--- src/rtl/wb_arbiter_pkg.sv ---
// Shared types and helpers for the Wishbone arbiter and related interconnect blocks.
package wb_arbiter_pkg;

    typedef enum logic [0:0] {
        StIdle = 1'b0,
        StOwn  = 1'b1
    } arb_state_e;

    localparam int unsigned RrModeFixed = 0;
    localparam int unsigned RrModeRound = 1;

    // Ceiling log2, never less than 1 so it can size a register directly.
    function automatic int unsigned clog2_min1(input int unsigned value);
        int unsigned width;
        width = 0;
        for (int unsigned i = 0; i < 32; i++) begin
            if ((64'd1 << i) < 64'(value)) begin
                width = i + 1;
            end
        end
        return (width == 0) ? 1 : width;
    endfunction

endpackage

--- src/rtl/wb_arb_pick.sv ---
// Combinational one-hot winner select: fixed priority (lowest index) or round-robin
// starting just after rr_ptr_i.
module wb_arb_pick
    import wb_arbiter_pkg::*;
#(
    parameter int unsigned NumReq = 2,
    parameter int unsigned PtrW   = clog2_min1(NumReq)
) (
    input  logic [NumReq-1:0] req_i,
    input  logic [PtrW-1:0]   rr_ptr_i,
    input  logic              rr_mode_i,
    output logic [NumReq-1:0] grant_o
);

    int unsigned best_rank;

    // Search order position of a requester; lower wins. Ranks are distinct, so the
    // result is one-hot.
    function automatic int unsigned rank(input int unsigned idx, input int unsigned ptr,
                                         input logic rr);
        if (rr) begin
            return (idx + NumReq - ptr - 1) % NumReq;
        end
        return idx;
    endfunction

    always_comb begin
        best_rank = NumReq;
        for (int unsigned j = 0; j < NumReq; j++) begin
            if (req_i[j] && (rank(j, 32'(rr_ptr_i), rr_mode_i) < best_rank)) begin
                best_rank = rank(j, 32'(rr_ptr_i), rr_mode_i);
            end
        end
        grant_o = '0;
        for (int unsigned j = 0; j < NumReq; j++) begin
            grant_o[j] = req_i[j] && (rank(j, 32'(rr_ptr_i), rr_mode_i) == best_rank);
        end
    end

endmodule

--- src/rtl/wb_arbiter.sv ---
// N-master to 1-slave Wishbone arbiter with fixed-priority or round-robin selection
// and a per-strobe ack timeout that terminates with an error.
module wb_arbiter
    import wb_arbiter_pkg::*;
#(
    parameter int unsigned NUM_MASTERS = 2,
    parameter int unsigned AW          = 32,
    parameter int unsigned DW          = 32,
    parameter int unsigned RR_MODE     = 0,
    parameter int unsigned TIMEOUT     = 255
) (
    input  logic                        clk,
    input  logic                        rst,
    input  logic [NUM_MASTERS-1:0]      m_cyc_i,
    input  logic [NUM_MASTERS-1:0]      m_stb_i,
    input  logic [NUM_MASTERS-1:0]      m_we_i,
    input  logic [NUM_MASTERS*DW/8-1:0] m_sel_i,
    input  logic [NUM_MASTERS*AW-1:0]   m_addr_i,
    input  logic [NUM_MASTERS*DW-1:0]   m_data_i,
    output logic [DW-1:0]               m_data_o,
    output logic [NUM_MASTERS-1:0]      m_ack_o,
    output logic [NUM_MASTERS-1:0]      m_err_o,
    output logic                        s_cyc_o,
    output logic                        s_stb_o,
    output logic                        s_we_o,
    output logic [DW/8-1:0]             s_sel_o,
    output logic [AW-1:0]               s_addr_o,
    output logic [DW-1:0]               s_data_o,
    input  logic [DW-1:0]               s_data_i,
    input  logic                        s_ack_i,
    input  logic                        s_err_i,
    output logic [NUM_MASTERS-1:0]      grant_o,
    output logic                        busy_o
);

    localparam int unsigned SW   = DW / 8;
    localparam int unsigned PtrW = clog2_min1(NUM_MASTERS);
    localparam int unsigned TmoW = clog2_min1(TIMEOUT + 1);
    localparam logic [TmoW-1:0] TmoLast = TmoW'(TIMEOUT - 1);

    arb_state_e             state_q, state_d;
    logic [NUM_MASTERS-1:0] grant_q, grant_d;
    logic [PtrW-1:0]        rr_ptr_q, rr_ptr_d;
    logic [TmoW-1:0]        tmo_cnt_q, tmo_cnt_d;
    logic                   tmo_block_q;

    logic [NUM_MASTERS-1:0] pick_grant;
    logic [PtrW-1:0]        grant_idx;
    logic                   own_cyc;
    logic                   tmo_hit;

    wb_arb_pick #(
        .NumReq (NUM_MASTERS),
        .PtrW   (PtrW)
    ) u_pick (
        .req_i     (m_cyc_i),
        .rr_ptr_i  (rr_ptr_q),
        .rr_mode_i (RR_MODE == RrModeRound),
        .grant_o   (pick_grant)
    );

    always_comb begin
        grant_idx = '0;
        for (int unsigned k = 0; k < NUM_MASTERS; k++) begin
            if (grant_q[k]) begin
                grant_idx = PtrW'(k);
            end
        end
    end

    assign own_cyc = |(grant_q & m_cyc_i);

    always_comb begin
        state_d  = state_q;
        grant_d  = grant_q;
        rr_ptr_d = rr_ptr_q;
        case (state_q)
            StIdle: begin
                if (|m_cyc_i) begin
                    state_d = StOwn;
                    grant_d = pick_grant;
                end
            end
            StOwn: begin
                if (!own_cyc) begin
                    state_d = StIdle;
                    grant_d = '0;
                    if (RR_MODE == RrModeRound) begin
                        rr_ptr_d = grant_idx;
                    end
                end
            end
            default: begin
                state_d = StIdle;
                grant_d = '0;
            end
        endcase
    end

    // grant_q is zero outside OWN, so the AND-OR mux also yields the all-zero idle bus.
    always_comb begin
        s_sel_o  = '0;
        s_addr_o = '0;
        s_data_o = '0;
        for (int unsigned k = 0; k < NUM_MASTERS; k++) begin
            if (grant_q[k]) begin
                s_sel_o  = s_sel_o  | m_sel_i[k*SW +: SW];
                s_addr_o = s_addr_o | m_addr_i[k*AW +: AW];
                s_data_o = s_data_o | m_data_i[k*DW +: DW];
            end
        end
    end

    assign s_cyc_o = own_cyc;
    assign s_we_o  = |(grant_q & m_we_i);
    assign s_stb_o = (|(grant_q & m_stb_i)) && !tmo_block_q;

    assign tmo_hit = (TIMEOUT != 0) && (state_q == StOwn) && s_stb_o && !s_ack_i && !s_err_i
                     && (tmo_cnt_q == TmoLast);

    always_comb begin
        tmo_cnt_d = '0;
        if ((TIMEOUT != 0) && (state_q == StOwn) && own_cyc && s_stb_o && !s_ack_i && !s_err_i
            && !tmo_hit) begin
            tmo_cnt_d = tmo_cnt_q + TmoW'(1);
        end
    end

    always_ff @(posedge clk) begin
        if (rst) begin
            state_q     <= StIdle;
            grant_q     <= '0;
            rr_ptr_q    <= '0;
            tmo_cnt_q   <= '0;
            tmo_block_q <= 1'b0;
        end else begin
            state_q     <= state_d;
            grant_q     <= grant_d;
            rr_ptr_q    <= rr_ptr_d;
            tmo_cnt_q   <= tmo_cnt_d;
            tmo_block_q <= tmo_hit;
        end
    end

    assign m_data_o = s_data_i;
    assign m_ack_o  = grant_q & {NUM_MASTERS{s_ack_i}};
    assign m_err_o  = grant_q & {NUM_MASTERS{s_err_i | tmo_hit}};
    assign grant_o  = grant_q;
    assign busy_o   = (state_q == StOwn);

endmodule

--- config.mk ---
export PLATFORM = sky130hd
export DESIGN_NAME = wb_arbiter
export DESIGN_NICKNAME = d
export VERILOG_FILES = /design/src/rtl/wb_arbiter_pkg.sv /design/src/rtl/wb_arb_pick.sv /design/src/rtl/wb_arbiter.sv
export SDC_FILE = /design/constraint.sdc
export NUM_CORES = 1
export LEC_CHECK = 0
export CORE_AREA = 2 2 113 115
export CTS_BUF_LIST = sky130_fd_sc_hd__clkbuf_16
export CTS_CLUSTER_DIAMETER = 200
export DETAILED_ROUTE_END_ITERATION = 8
export DIE_AREA = 0 0 115 117
export SLEW_MARGIN = 20
export SYNTH_ARGS = -nofsm -noshare
export SYNTH_HDL_FRONTEND = slang
export SYNTH_SLANG_ARGS = --single-unit
--- constraint.sdc ---
create_clock -name clk -period 2.6 [get_ports clk]
set_input_delay 0.52 -clock clk [delete_from_list [all_inputs] [get_ports clk]]
set_output_delay 0.52 -clock clk [all_outputs]
set_load 0.05 [all_outputs]
## Word level (Yosys, flattened, before mapping)

Index checks and enable logic that the tools add are counted.

- Register bits after elaboration: 12
- Bits in latches: 0
- RAM bits: 0
- Memory bits (read-only): 0
- Output and inout port bits: 110
- Word-level logic and storage cells: 61
- Memories: 0

- Add/sub/neg operators: 1
- Multiply operators: 0
- Div/mod/pow operators: 0
- Magnitude comparators: 1
- Equality and inequality tests: 4
- Shifts and indexed selects: 0
- Multiplexer cells: 16
- Bitwise operators: 11
- Reductions and logical operators: 24

Operators with widths:

| cell | count |
|---|---|
| 32-bit 2-to-1 mux | 5 |
| 32-bit OR | 2 |
| 1-bit by 32-bit equality test with 1-bit output (first input constant) | 1 |
| 32-bit zero test | 1 |
| 1-bit logical AND | 13 |
| 2-bit AND | 5 |
| 2-bit OR reduction | 5 |
| 8-bit by 1-bit adder with 8-bit output (second input constant) | 1 |
| 8-bit equality test (second input constant) | 1 |
| 4-bit 2-to-1 mux | 2 |
| 2-bit 2-to-1 mux | 3 |
| 1-bit zero test | 4 |
| 1-bit 2-to-1 mux | 4 |
| 2-bit inequality test (second input constant) | 2 |
| 4-bit OR | 1 |
| 2-bit one-hot mux with 2 select lines | 1 |
| 1-bit by 2-bit less-than comparator with 1-bit output (first input constant) | 1 |
| 1-bit NOT | 2 |
| 1-bit one-hot mux with 2 select lines | 1 |
| 2-bit AND reduction | 1 |
| 1-bit OR | 1 |

## Logic depth before layout (Yosys ltp)

- Depth in word-level cells: 11
- Gate-level depth with buffers: 6
- Depth with buffers taken out: 6

## Hierarchy

Synthesis repeated with hierarchy kept, for this count alone.

- Cell total of the unflattened synthesis: 190
- Area, all modules: 1,549.0 um2

Modules (own cells, without submodules):

| module | times used | cells each | area each (um2) | sequential area each (um2) |
|---|---|---|---|---|
| wb_arbiter | 1 | 186 | 1,519.0 | 240.2 |
| wb_arb_pick | 1 | 4 | 30.0 | 0.0 |

## Least setup slack after synthesis

No wires, ideal clock.

- Path kind: register -> output
- Start: register state_q, in the netlist busy_o
- End: output port m_err_o[0]
- Arrival: 2.076 ns
- Required time: 2.080 ns
- Path slack: 0.004 ns
- Stages on the path, launching flop included: 5
- Buffers on the path: 0
- Path through: dfxtp_1 > inv_1 > nor4b_4 > a31oi_1 > nor2b_1

- Word-level cells in the longest chain between the ends: 6

Ends and longest elaborated chain:

| element | line | text |
|---|---|---|
| start: declaration | wb_arbiter.sv:41 | `arb_state_e state_q, state_d;` |
| start signal: assignment | wb_arbiter.sv:131 | `state_q <= StIdle;` |
| start signal: assignment | wb_arbiter.sv:137 | `state_q <= state_d;` |
| 1-bit logical AND (3 in series) | wb_arbiter.sv:118 | `assign tmo_hit = (TIMEOUT != 0) && (state_q == StOwn) && s_stb_o && !s_ack_i && !s_err_i` |
| 1-bit logical AND | wb_arbiter.sv:119 | `&& (tmo_cnt_q == TmoLast);` |
| 1-bit OR | wb_arbiter.sv:147 | `assign m_err_o = grant_q & {NUM_MASTERS{s_err_i \| tmo_hit}};` |
| 2-bit AND | wb_arbiter.sv:147 |  |
| end: declaration | wb_arbiter.sv:22 | `output logic [NUM_MASTERS-1:0] m_err_o,` |

No other way between the ends.

## Final worst setup path

- Start: input port m_stb_i[0]
- End: output port m_err_o[0]

- Word-level cells in the longest chain between the ends: 9

Ends and longest elaborated chain:

| element | line | text |
|---|---|---|
| start: declaration | wb_arbiter.sv:15 | `input logic [NUM_MASTERS-1:0] m_stb_i,` |
| 2-bit AND | wb_arbiter.sv:116 | `assign s_stb_o = (\|(grant_q & m_stb_i)) && !tmo_block_q;` |
| 2-bit OR reduction | wb_arbiter.sv:116 |  |
| 1-bit logical AND | wb_arbiter.sv:116 |  |
| 1-bit logical AND (3 in series) | wb_arbiter.sv:118 |  |
| 1-bit logical AND | wb_arbiter.sv:119 |  |
| 1-bit OR | wb_arbiter.sv:147 |  |
| 2-bit AND | wb_arbiter.sv:147 |  |

No other way between the ends.

==> impl_metrics.py <==
metrics = {
    "worst_setup_path": {
        "path_class": "input pin to output pin",
        "cp_max_fo": 2,
        "start_kind": "input pin",
        "cp_data_required_time_ns": 2.08,
        "end_kind": "output pin",
        "cp.arrival_ns": 1.93,
    },
    "global_routing": {
        "antenna_found_initial": 0,
        "grt_max_degree": 43,
        "grt_pass1_wl_um": 12710,
        "grt_overflow": 0,
        "track_usage": 0.1298,
        "grt_pass1_vias": 1986,
    },
    "synthesis": {
        "synth_seq_area_share": 0.1616,
        "ys_types": 28,
        "syn_area_per_cell_um2": 8.304,
        "ys_async_sr_fraction": 0,
        "synthFlopType": "dfxtp_1",
        "synth_common_cells": "a22o_1 (70), buf_4 (32), dfxtp_1 (12)",
        "synth_edf_count": 0,
        "synth_top_area_share": 0.4125,
        "syn_inst": 179,
        "synth_area_leaders": "a22o_1 (41%), dfxtp_1 (16%), buf_4 (16%), xor2_1 (2.9%), nor2_1 (2.8%)",
        "synth_top_area_cell": "a22o_1",
        "ys_ff_latch": 12,
        "synth.most_common_cell": "a22o_1",
        "synth_fp_nets": 359,
        "ys.warnings.count": 0,
        "synthesis.area_um2": 1486,
    },
    "die": {
        "die_w_um": 115,
        "initial_core_util": 0.1207,
        "core_area_um2": 12310,
        "die-height_um": 117,
        "rows": 41,
        "dieArea_um2": 13460,
        "ios": 288,
    },
    "clock_tree": {
        "cts_tree": "yes",
        "postCtsHoldBufs": 0,
        "cts_root_buf": "clkbuf_16",
        "clockBufferDepth": 2,
        "clock_sinks": 12,
        "clk_pin_slew_ns": 0.04,
        "post_cts_resized": 0,
        "cts_max_level": 1,
        "cts_made_buffers": 3,
        "cts_setup_buffers": 0,
        "clkLatencyLatePin_ns": 0.24,
    },
    "cells_and_area": {
        "drive_gt1_frac": 0.2397,
        "stdcell_count": 513,
        "antennaDiodeCount": 0,
        "area_growth_pct": 169.7,
        "multiInputGateArea_um2": 934.6,
        "final.fill_count": 1284,
        "stdcell_area_um2": 4009,
        "nets": 544,
        "register_area_um2": 242.7,
    },
    "pwr": {
        "p_sw_mw": 0.7079,
        "ir_drop_uv": 364.2,
        "power_density_nw_per_um2": 408.1,
        "p_leak_nw": 1.648,
        "clock_power_share": 0.177,
        "total_power_mw": 1.636,
        "comb_power_share": 0.705,
        "cell_internal_pwr_mw": 0.9280,
        "sequentialPowerShare": 0.119,
        "p_sw_frac": 0.4327,
    },
    "route": {
        "drt_iter0_drc": 77,
        "drt-vias-per-instance": 4.248,
        "postRouteWirelength_um": 10050,
        "wl_per_cell_um": 19.59,
        "drc": 0,
        "ant_nets": 0,
        "drt_pass1_iterations": 4,
        "num_vias": 2179,
    },
    "timing": {
        "max_freq_mhz": 408.5,
        "slew_violations": 0,
        "grt_setup_unrepaired": "no",
        "hold_violations": 0,
        "tightest_slew_ns": 0.5012,
        "clock_skew_ns": 0.001582,
        "fin_crit_ns": 2.448,
        "slew_headroom": 0.6648,
        "min_period_over_period": 0.9414,
        "fin_setup_tns_ns": 0,
        "setup_viol": 0,
        "fin_ws_ns": 0.1522,
    },
    "placed_design": {
        "dpl.cell_count": 509,
        "port_buffers": 223,
        "dp_worst_setup_slack_ns": 0.08063,
        "placed_area_um2": 3930,
        "dp_hpwl_um": 8404,
        "gp_congestion": 0.8451,
    },
    "outcome": {
        "status": "completed",
    },
    "flow_run": {
        "max_cap_violations": 0,
    },
    "min_path": {
        "hold_path_class": "flip-flop to flip-flop",
    },
}
[cells in the final DEF (no fill, tap or decap), types with 2 or more instances in the layout]
cell type,count
buf_4,42
and3_1,3
and2_1,2
clkdlybuf4s50_1,148
o21ai_0,2
ha_1,2
a22o_1,70
dfxtp_2,2
inv_1,2
nand3_1,3
nor2_1,11
a21oi_1,2
buf_12,38
dfxtp_1,10
xor2_1,5
nor2b_1,3
clkbuf_16,3
nor3_1,2
nand2_1,2
[through the flow]
step	utilization	hold slack (ns)
2_1_floorplan	-	0.4526
3_3_place_gp	0.3192	0.4711
3_5_place_dp	0.3192	0.4879
4_1_cts	0.3256	0.4991
5_1_grt	0.3256	0.5361
6_report	0.3256	0.4913
[final timing paths]
check	slack [ns]	cells past startpoint	endpoint	from
setup / recovery	0.15	6	m_err_o[0]	m_stb_i[0]
hold / removal	0.49	1	tmo_cnt_q[0]$_SDFF_PP0_	tmo_cnt_q[0]$_SDFF_PP0_
setup reg to reg	1.12	4	tmo_cnt_q[5]$_SDFF_PP0_	grant_o[1]$_SDFFE_PP0P_
hold reg to reg	0.49	1	tmo_cnt_q[0]$_SDFF_PP0_	tmo_cnt_q[0]$_SDFF_PP0_
[cell type report]
type / instances / area share
clock inverters: 1 / 0.0009363
flip-flops and latches: 12 / 0.06055
well taps: 150 / 0.04682
inverters: 2 / 0.001873
clock buffers: 3 / 0.01873
repair buffers: 228 / 0.6380
multi-input cells: 117 / 0.2331
[kinds of logic (layout without fill, tap and decap cells)]
logic type	after synthesis	in the layout	synth area share
AOI/OAI and AO/OA	78	78	0.4461
xor gates and xnor gates	6	6	0.03535
adders and majority gates	2	2	0.01683
buffers and inverters	50	234	0.2096
DFF	12	12	0.1616
and+or+nand+nor	31	31	0.1305
[power by group through the flow]
stage | Combinational, mW | Sequential (mW) | Clock [mW]
6_report | 1.15 | 0.194 | 0.289
5_1_grt | 1.19 | 0.196 | 0.304
3_5_place_dp | 1.15 | 0.198 | 0
4_1_cts | 1.16 | 0.194 | 0.295
3_3_place_gp | 1.15 | 0.198 | 0
2_1_floorplan | 0.664 | 0.210 | 0
[flip-flops by register name, indices dropped and copies added, names as in the netlist]
register     flops
tmo_cnt_q        8
grant_o          2
busy_o           1
tmo_block_q      1
[worst max-delay path, cell delays in order]
cell,delay [ns]
clkdlybuf4s50_1,0.40
a22oi_1,0.34
nor4b_4,0.08
a31oi_1,0.29
nor2b_1,0.13
buf_12,0.16
[metal layers]
layer / up-vias / wire length, um / GRT usage
met3: 3 / 954 / 0.02884
met4: 0 / 45 / 0.02008
met1: 1027 / 4326 / 0.1752
met5: - / 0 / 0
li1: 1030 / - / -
met2: 119 / 4722 / 0.2169
(Power assumes the default switching activity.)
